`src/rtl/alu_dispatcher_if.sv`:
```
// Bundle of every signal between alu_dispatcher and its surroundings.
// The names keep the i_/o_ direction prefixes as seen from the dispatcher.
// master: the dispatcher side. slave: the byte link and ALU side.
interface alu_dispatcher_if #(
  parameter int bitness = 8
);
  logic               i_rx_valid;
  logic [7:0]         i_rx_data;
  logic               o_alu_ready;
  logic [7:0]         o_alu_op;
  logic [bitness-1:0] o_alu_num_1;
  logic [bitness-1:0] o_alu_num_2;
  logic               i_alu_ready;
  logic [bitness-1:0] i_alu_hi;
  logic [bitness-1:0] i_alu_lo;
  logic               o_tx_valid;
  logic [7:0]         o_tx_data;
  logic               i_tx_busy;
  logic               o_busy;
  logic               o_overrun;

  modport master (
    input  i_rx_valid, i_rx_data, i_alu_ready, i_alu_hi, i_alu_lo, i_tx_busy,
    output o_alu_ready, o_alu_op, o_alu_num_1, o_alu_num_2,
           o_tx_valid, o_tx_data, o_busy, o_overrun
  );

  modport slave (
    output i_rx_valid, i_rx_data, i_alu_ready, i_alu_hi, i_alu_lo, i_tx_busy,
    input  o_alu_ready, o_alu_op, o_alu_num_1, o_alu_num_2,
           o_tx_valid, o_tx_data, o_busy, o_overrun
  );
endinterface

```
`src/rtl/alu_dispatcher.sv`:
```
// alu_dispatcher: collects a 3-byte command frame (op, operand 1, operand 2),
// issues it once to the coprocessor ALU, waits for completion or timeout and
// streams back a 3-byte response (status, result Hi, result Lo).
// Status codes: 0x00 ok, 0x01 ALU timeout, 0x02 illegal op, 0x03 divide by 0.
// Optional feature macro: DIV_ZERO_CHECK_EN -- when defined, op 0x04 with a
// zero second operand is rejected locally with status 0x03 instead of being
// sent to the ALU.
module alu_dispatcher #(
  parameter int bitness = 8,
  parameter int TIMEOUT = 16
) (
  input logic              i_clk,
  input logic              reset,
  alu_dispatcher_if.master bus
);

  typedef enum logic [3:0] {
    IDLE, GET_A, GET_B, CHECK, ISSUE, WAIT, SEND_ST, SEND_HI, SEND_LO
  } state_t;

  localparam logic [7:0] ST_OK      = 8'h00;
  localparam logic [7:0] ST_TIMEOUT = 8'h01;
  localparam logic [7:0] ST_BAD_OP  = 8'h02;
  localparam logic [7:0] ST_DIV0    = 8'h03;
  // WAIT ends when the counter would reach TIMEOUT, so WAIT lasts at most
  // TIMEOUT cycles.
  localparam logic [7:0] CNT_LAST   = 8'(TIMEOUT - 1);

  // ALU results are bitness wide; the link always carries full bytes.
  function automatic logic [7:0] zext(input logic [bitness-1:0] v);
    return 8'(v);
  endfunction

  state_t     state;
  logic [7:0] cnt;
  logic [7:0] status_r;
  logic [7:0] hi_r;
  logic [7:0] lo_r;
  logic       op_legal;
  logic       div_zero;
  logic       framing;

  assign op_legal = (bus.o_alu_op >= 8'h01) && (bus.o_alu_op <= 8'h04);
  assign framing  = (state == IDLE) || (state == GET_A) || (state == GET_B);

`ifdef DIV_ZERO_CHECK_EN
  assign div_zero = (bus.o_alu_op == 8'h04) && (bus.o_alu_num_2 == '0);
`else
  assign div_zero = 1'b0;
`endif

  // Command/response sequencer; every output is a register written here.
  always_ff @(posedge i_clk or posedge reset) begin
    if (reset) begin
      state           <= IDLE;
      cnt             <= '0;
      status_r        <= '0;
      hi_r            <= '0;
      lo_r            <= '0;
      bus.o_alu_ready <= 1'b0;
      bus.o_alu_op    <= '0;
      bus.o_alu_num_1 <= '0;
      bus.o_alu_num_2 <= '0;
      bus.o_tx_valid  <= 1'b0;
      bus.o_tx_data   <= '0;
      bus.o_busy      <= 1'b0;
      bus.o_overrun   <= 1'b0;
    end else begin
      bus.o_alu_ready <= 1'b0;
      // Bytes arriving while a frame is being processed are dropped.
      bus.o_overrun   <= bus.i_rx_valid && !framing;

      case (state)
        IDLE: begin
          if (bus.i_rx_valid) begin
            bus.o_alu_op <= bus.i_rx_data;
            bus.o_busy   <= 1'b1;
            state        <= GET_A;
          end
        end

        GET_A: begin
          if (bus.i_rx_valid) begin
            bus.o_alu_num_1 <= bus.i_rx_data[bitness-1:0];
            state           <= GET_B;
          end
        end

        GET_B: begin
          if (bus.i_rx_valid) begin
            bus.o_alu_num_2 <= bus.i_rx_data[bitness-1:0];
            state           <= CHECK;
          end
        end

        // Rejected commands answer immediately without touching the ALU.
        CHECK: begin
          if (!op_legal) begin
            status_r <= ST_BAD_OP;
            hi_r     <= '0;
            lo_r     <= '0;
            state    <= SEND_ST;
          end else if (div_zero) begin
            status_r <= ST_DIV0;
            hi_r     <= '0;
            lo_r     <= '0;
            state    <= SEND_ST;
          end else begin
            bus.o_alu_ready <= 1'b1;
            state           <= ISSUE;
          end
        end

        // o_alu_ready is high for exactly this one cycle.
        ISSUE: begin
          cnt   <= '0;
          state <= WAIT;
        end

        // A completion in the terminal-count cycle still reports the result.
        WAIT: begin
          if (bus.i_alu_ready) begin
            status_r <= ST_OK;
            hi_r     <= zext(bus.i_alu_hi);
            lo_r     <= zext(bus.i_alu_lo);
            state    <= SEND_ST;
          end else if (cnt == CNT_LAST) begin
            status_r <= ST_TIMEOUT;
            hi_r     <= '0;
            lo_r     <= '0;
            state    <= SEND_ST;
          end else begin
            cnt <= cnt + 8'd1;
          end
        end

        // First cycle loads the status byte; afterwards wait for acceptance.
        SEND_ST: begin
          if (!bus.o_tx_valid) begin
            bus.o_tx_valid <= 1'b1;
            bus.o_tx_data  <= status_r;
          end else if (!bus.i_tx_busy) begin
            bus.o_tx_data <= hi_r;
            state         <= SEND_HI;
          end
        end

        SEND_HI: begin
          if (!bus.i_tx_busy) begin
            bus.o_tx_data <= lo_r;
            state         <= SEND_LO;
          end
        end

        SEND_LO: begin
          if (!bus.i_tx_busy) begin
            bus.o_tx_valid <= 1'b0;
            bus.o_tx_data  <= '0;
            bus.o_busy     <= 1'b0;
            state          <= IDLE;
          end
        end

        default: begin
          bus.o_tx_valid <= 1'b0;
          bus.o_busy     <= 1'b0;
          state          <= IDLE;
        end
      endcase
    end
  end

endmodule
```
`src/flat_wrapper.sv`:
```
// flat-port wrapper written by rule: the top's interface ports become plain ports
module alu_dispatcher_flat 
#(
  parameter int bitness = 8,
  parameter int TIMEOUT = 16
)
  (i_clk, reset, bus_i_rx_valid, bus_i_rx_data, bus_i_alu_ready, bus_i_alu_hi, bus_i_alu_lo, bus_i_tx_busy, bus_o_alu_ready, bus_o_alu_op, bus_o_alu_num_1, bus_o_alu_num_2, bus_o_tx_valid, bus_o_tx_data, bus_o_busy, bus_o_overrun);
  alu_dispatcher_if #(.bitness(bitness)) bus_i ();
  input logic i_clk;
  input logic reset;
  input wire logic [$bits(bus_i.i_rx_valid)-1:0] bus_i_rx_valid;
  input wire logic [$bits(bus_i.i_rx_data)-1:0] bus_i_rx_data;
  input wire logic [$bits(bus_i.i_alu_ready)-1:0] bus_i_alu_ready;
  input wire logic [$bits(bus_i.i_alu_hi)-1:0] bus_i_alu_hi;
  input wire logic [$bits(bus_i.i_alu_lo)-1:0] bus_i_alu_lo;
  input wire logic [$bits(bus_i.i_tx_busy)-1:0] bus_i_tx_busy;
  output wire logic [$bits(bus_i.o_alu_ready)-1:0] bus_o_alu_ready;
  output wire logic [$bits(bus_i.o_alu_op)-1:0] bus_o_alu_op;
  output wire logic [$bits(bus_i.o_alu_num_1)-1:0] bus_o_alu_num_1;
  output wire logic [$bits(bus_i.o_alu_num_2)-1:0] bus_o_alu_num_2;
  output wire logic [$bits(bus_i.o_tx_valid)-1:0] bus_o_tx_valid;
  output wire logic [$bits(bus_i.o_tx_data)-1:0] bus_o_tx_data;
  output wire logic [$bits(bus_i.o_busy)-1:0] bus_o_busy;
  output wire logic [$bits(bus_i.o_overrun)-1:0] bus_o_overrun;
  assign bus_i.i_rx_valid = bus_i_rx_valid;
  assign bus_i.i_rx_data = bus_i_rx_data;
  assign bus_i.i_alu_ready = bus_i_alu_ready;
  assign bus_i.i_alu_hi = bus_i_alu_hi;
  assign bus_i.i_alu_lo = bus_i_alu_lo;
  assign bus_i.i_tx_busy = bus_i_tx_busy;
  assign bus_o_alu_ready = bus_i.o_alu_ready;
  assign bus_o_alu_op = bus_i.o_alu_op;
  assign bus_o_alu_num_1 = bus_i.o_alu_num_1;
  assign bus_o_alu_num_2 = bus_i.o_alu_num_2;
  assign bus_o_tx_valid = bus_i.o_tx_valid;
  assign bus_o_tx_data = bus_i.o_tx_data;
  assign bus_o_busy = bus_i.o_busy;
  assign bus_o_overrun = bus_i.o_overrun;
  alu_dispatcher #(.bitness(bitness), .TIMEOUT(TIMEOUT)) u_core (.i_clk(i_clk), .reset(reset), .bus(bus_i));
endmodule
```
`config.mk`:
```
export PLATFORM = sky130hd
export DESIGN_NAME = alu_dispatcher_flat
export DESIGN_NICKNAME = d
export VERILOG_FILES = /design/src/rtl/alu_dispatcher_if.sv /design/src/rtl/alu_dispatcher.sv /design/src/flat_wrapper.sv
export SDC_FILE = /design/constraint.sdc
export NUM_CORES = 1
export LEC_CHECK = 0
export ABC_AREA = 0
export BUFFER_PORTS_ARGS = -buffer_cell sky130_fd_sc_hd__buf_2
export CAP_MARGIN = 40
export CORE_MARGIN = 2
export CORE_UTILIZATION = 58
export DETAILED_ROUTE_END_ITERATION = 8
export PLACE_DENSITY_LB_ADDON = 0.25
export SYNTH_ARGS = -nofsm -noshare
export SYNTH_HDL_FRONTEND = slang
export SYNTH_SLANG_ARGS = --single-unit
```
`constraint.sdc`:
```
create_clock -name i_clk -period 5 [get_ports i_clk]
set_input_delay 1 -clock i_clk [delete_from_list [all_inputs] [get_ports i_clk]]
set_output_delay 1 -clock i_clk [all_outputs]
set_load 0.02 [all_outputs]
```
==> flow_summary.json <==
{
  "grt_usage_pct": 22.1,
  "fin_crit_sh_pct": 41.4,
  "final_cell_mix": "dfrtp_1 (66), buf_2 (64), mux2_2 (27)",
  "switching_share_pct": 38.8,
  "antenna_left": 0,
  "status": "completed",
  "path_class": "reg2reg",
  "peakVddDrop_mv": 0.386,
  "num_vias": 2147,
  "rsz0062_at_grt": "false",
  "firstDrtPassIters": 4,
  "cp-start-kind": "flip-flop",
  "setup_viol": 0,
  "synthFlopType": "dfrtp_1",
  "mostFrequentLayoutCell": "dfrtp_1",
  "dieHeight_um": 75.6,
  "post_cts_buffers": 0,
  "yosysWarnings": 0,
  "fp.coreArea_um2": 5040,
  "ys_seq_elements": 66,
  "clock_latency_ns": 0.33,
  "area_growth_pct": 17.5,
  "synth_fp_nets": 271,
  "cts_hold_buf": 0,
  "internal_power_mw": 1.37,
  "synth_area_um2": 2970,
  "worst_pin_slew_ns": 0.804,
  "start_util_pct": 59.0,
  "synth_top_area_share_pct": 55.5,
  "multi_input_area_um2": 1210,
  "final_nets": 334,
  "synthArstFlopShare_pct": 100,
  "drv_slew": 0,
  "power_frac_comb_pct": 39.2,
  "min_path_cells": 2,
  "hold_violations": 0,
  "io_buffers": 64,
  "drc": 0,
  "grt_antenna_before_repair": 0,
  "cts_htree_levels": 3,
  "vias_per_cell": 5.68,
  "synthCells": 241,
  "drt_wl_total_mm": 5.77,
  "place_congestion": 0.838,
  "seqCellArea_um2": 1650,
  "cts_buffer_depth": 2,
  "clkTransAtPathRegs_ns": 0.07,
  "power_switching_uw": 867,
  "yosys.area.top_type": "dfrtp_1",
  "slew_headroom_pct": 46.4,
  "pwr_density_cell_nw_per_um2": 640,
  "dieArea_um2": 5720,
  "first_iter_violations": 142,
  "seqPwrFrac_pct": 41.6,
  "cts_tree": "built",
  "io_pins": 65,
  "grt_start_max_net_pins": 67,
  "grt_overflow": 0,
  "rows": 26,
  "r2r_cells": 5,
  "n_fill_cell": 375,
  "dp_hpwl_mm": 3.98,
  "ys_types": 52,
  "endpoint_kind": "flip-flop",
  "synth_edf_count": 0,
  "timing.fmax_ghz": 0.483,
  "ctsResizeCount": 0,
  "fin_skew_ns": 0.00917,
  "finalSetupTns_ns": 0,
  "grt_pass1_wl_mm": 9.25,
  "yosys-top-cells-area": "dfrtp_1 (56%), mux2_2 (10%), a22o_1 (4.7%)",
  "syn_avg_cell_area_um2": 12.3,
  "yosysSeqAreaShare_pct": 55.5,
  "required_ns": 5.22,
  "post_drt_wl_per_cell_um": 15.3,
  "arrival_ns": 2.29,
  "cp_max_fo": 5,
  "period_minus_slack_ns": 2.07,
  "cts_root_buf": "clkbuf_8",
  "grt_pass1_vias": 1929,
  "diodes": 0,
  "cts.sinks": 66,
  "final_layout_size_suffix_gt1_share_pct": 37.3,
  "cts_buffers": 9,
  "power.share.clock_pct": 19.2,
  "die_w_um": 75.6,
  "max_cap_viol_count": 0,
  "hold_ws_ns": 0.477,
  "hold_path.class": "reg2reg",
  "p_leak_nw": 1.64
}
-- Yosys cell counts, types with 4 or more instances --
master	instances
a22o_1	16
buf_2	4
o21ai_0	9
nand4bb_1	4
a21oi_1	15
dfrtp_1	66
a22oi_1	6
nand2_1	9
nor2_1	6
inv_1	8
buf_4	5
mux2_2	27
nand3_1	9
or3_1	4
-- flip-flops by register name, indices dropped and copies added (netlist names) --
signal and cells:
u_core.bus.o_tx_data 8, u_core.state 4, u_core.bus.o_alu_num_2 8, u_core.hi_r 8, u_core.bus.o_overrun 1, u_core.status_r 2, u_core.bus.o_alu_op 8, u_core.bus.o_busy 1
u_core.bus.o_tx_valid 1, u_core.cnt 8, u_core.bus.o_alu_num_1 8, u_core.lo_r 8, u_core.bus.o_alu_ready 1
-- metrics by stage --
stage               power, mW  std cells  utilization (%)  instance area, µm²  setup slack, ns
finish                   2.24        378             69.3                3490             2.93
detailed placement       1.82        363             65.6                3310             2.81
CTS                      2.25        378             69.3                3490             2.96
floorplan                1.59        241                -                2970             2.35
global placement         1.80        363             65.6                3310             2.83
global route             2.39        378             69.3                3490             2.80
-- logic make-up (layout without fill, tap and decap cells) --
logic type | after synthesis | in the layout | synth area share, %
buf+inv | 21 | 88 | 3.70
fa+ha+maj | 1 | 1 | 0.421
flops | 66 | 66 | 55.5
compound gates | 70 | 70 | 17.1
mux | 28 | 28 | 10.6
simple gates | 55 | 55 | 12.6
-- worst paths after layout --
path	start	end	slack, ns
worst max-delay path	u_core.cnt[0]$_DFFE_PP0P_	u_core.state[3]$_DFFE_PP0P_	2.93
worst min-delay path	u_core.bus.o_tx_data[5]$_DFFE_PP0P_	u_core.bus.o_tx_data[5]$_DFFE_PP0P_	0.48
worst max register to register	u_core.cnt[0]$_DFFE_PP0P_	u_core.state[3]$_DFFE_PP0P_	2.93
worst min register to register	u_core.bus.o_tx_data[5]$_DFFE_PP0P_	u_core.bus.o_tx_data[5]$_DFFE_PP0P_	0.48
max in group asynchronous	reset	u_core.bus.o_alu_op[3]$_DFFE_PP0P_	3.57
min in group asynchronous	reset	u_core.bus.o_alu_num_1[2]$_DFFE_PP0P_	0.89
-- area by class of cell --
cell class	count	share of cell area [%]
clock buffers	12	4.15
flip-flops and latches	66	47.3
multi-input cells	154	34.7
clock inverters	3	1.15
well taps	70	2.51
repair buffers	65	9.38
inverters	8	0.859
-- power by group through the flow --
stage | logic [mW] | registers (mW) | clock network, mW
global route | 0.967 | 0.961 | 0.458
global placement | 0.869 | 0.928 | 0
floorplan | 0.567 | 1.03 | 0
detailed placement | 0.884 | 0.935 | 0
CTS | 0.886 | 0.927 | 0.434
finish | 0.878 | 0.929 | 0.429
-- metal layers --
layer | track usage [%] | share of wire, % | up-vias
li1 | - | - | 1036
met1 | 31.1 | 47 | 1041
met2 | 31.8 | 46 | 59
met3 | 8.07 | 5.8 | 11
met4 | 7.60 | 1.5 | 0
met5 | 0 | 0 | -
-- critical path, cell delays in order, from the launching register on --
cell and delay (ns):
dfrtp_1 0.43, ha_1 0.23, nor3b_1 0.40, a211oi_1 0.22
nor3_2 0.31, mux2_1 0.36
(Power assumes the default switching activity.)
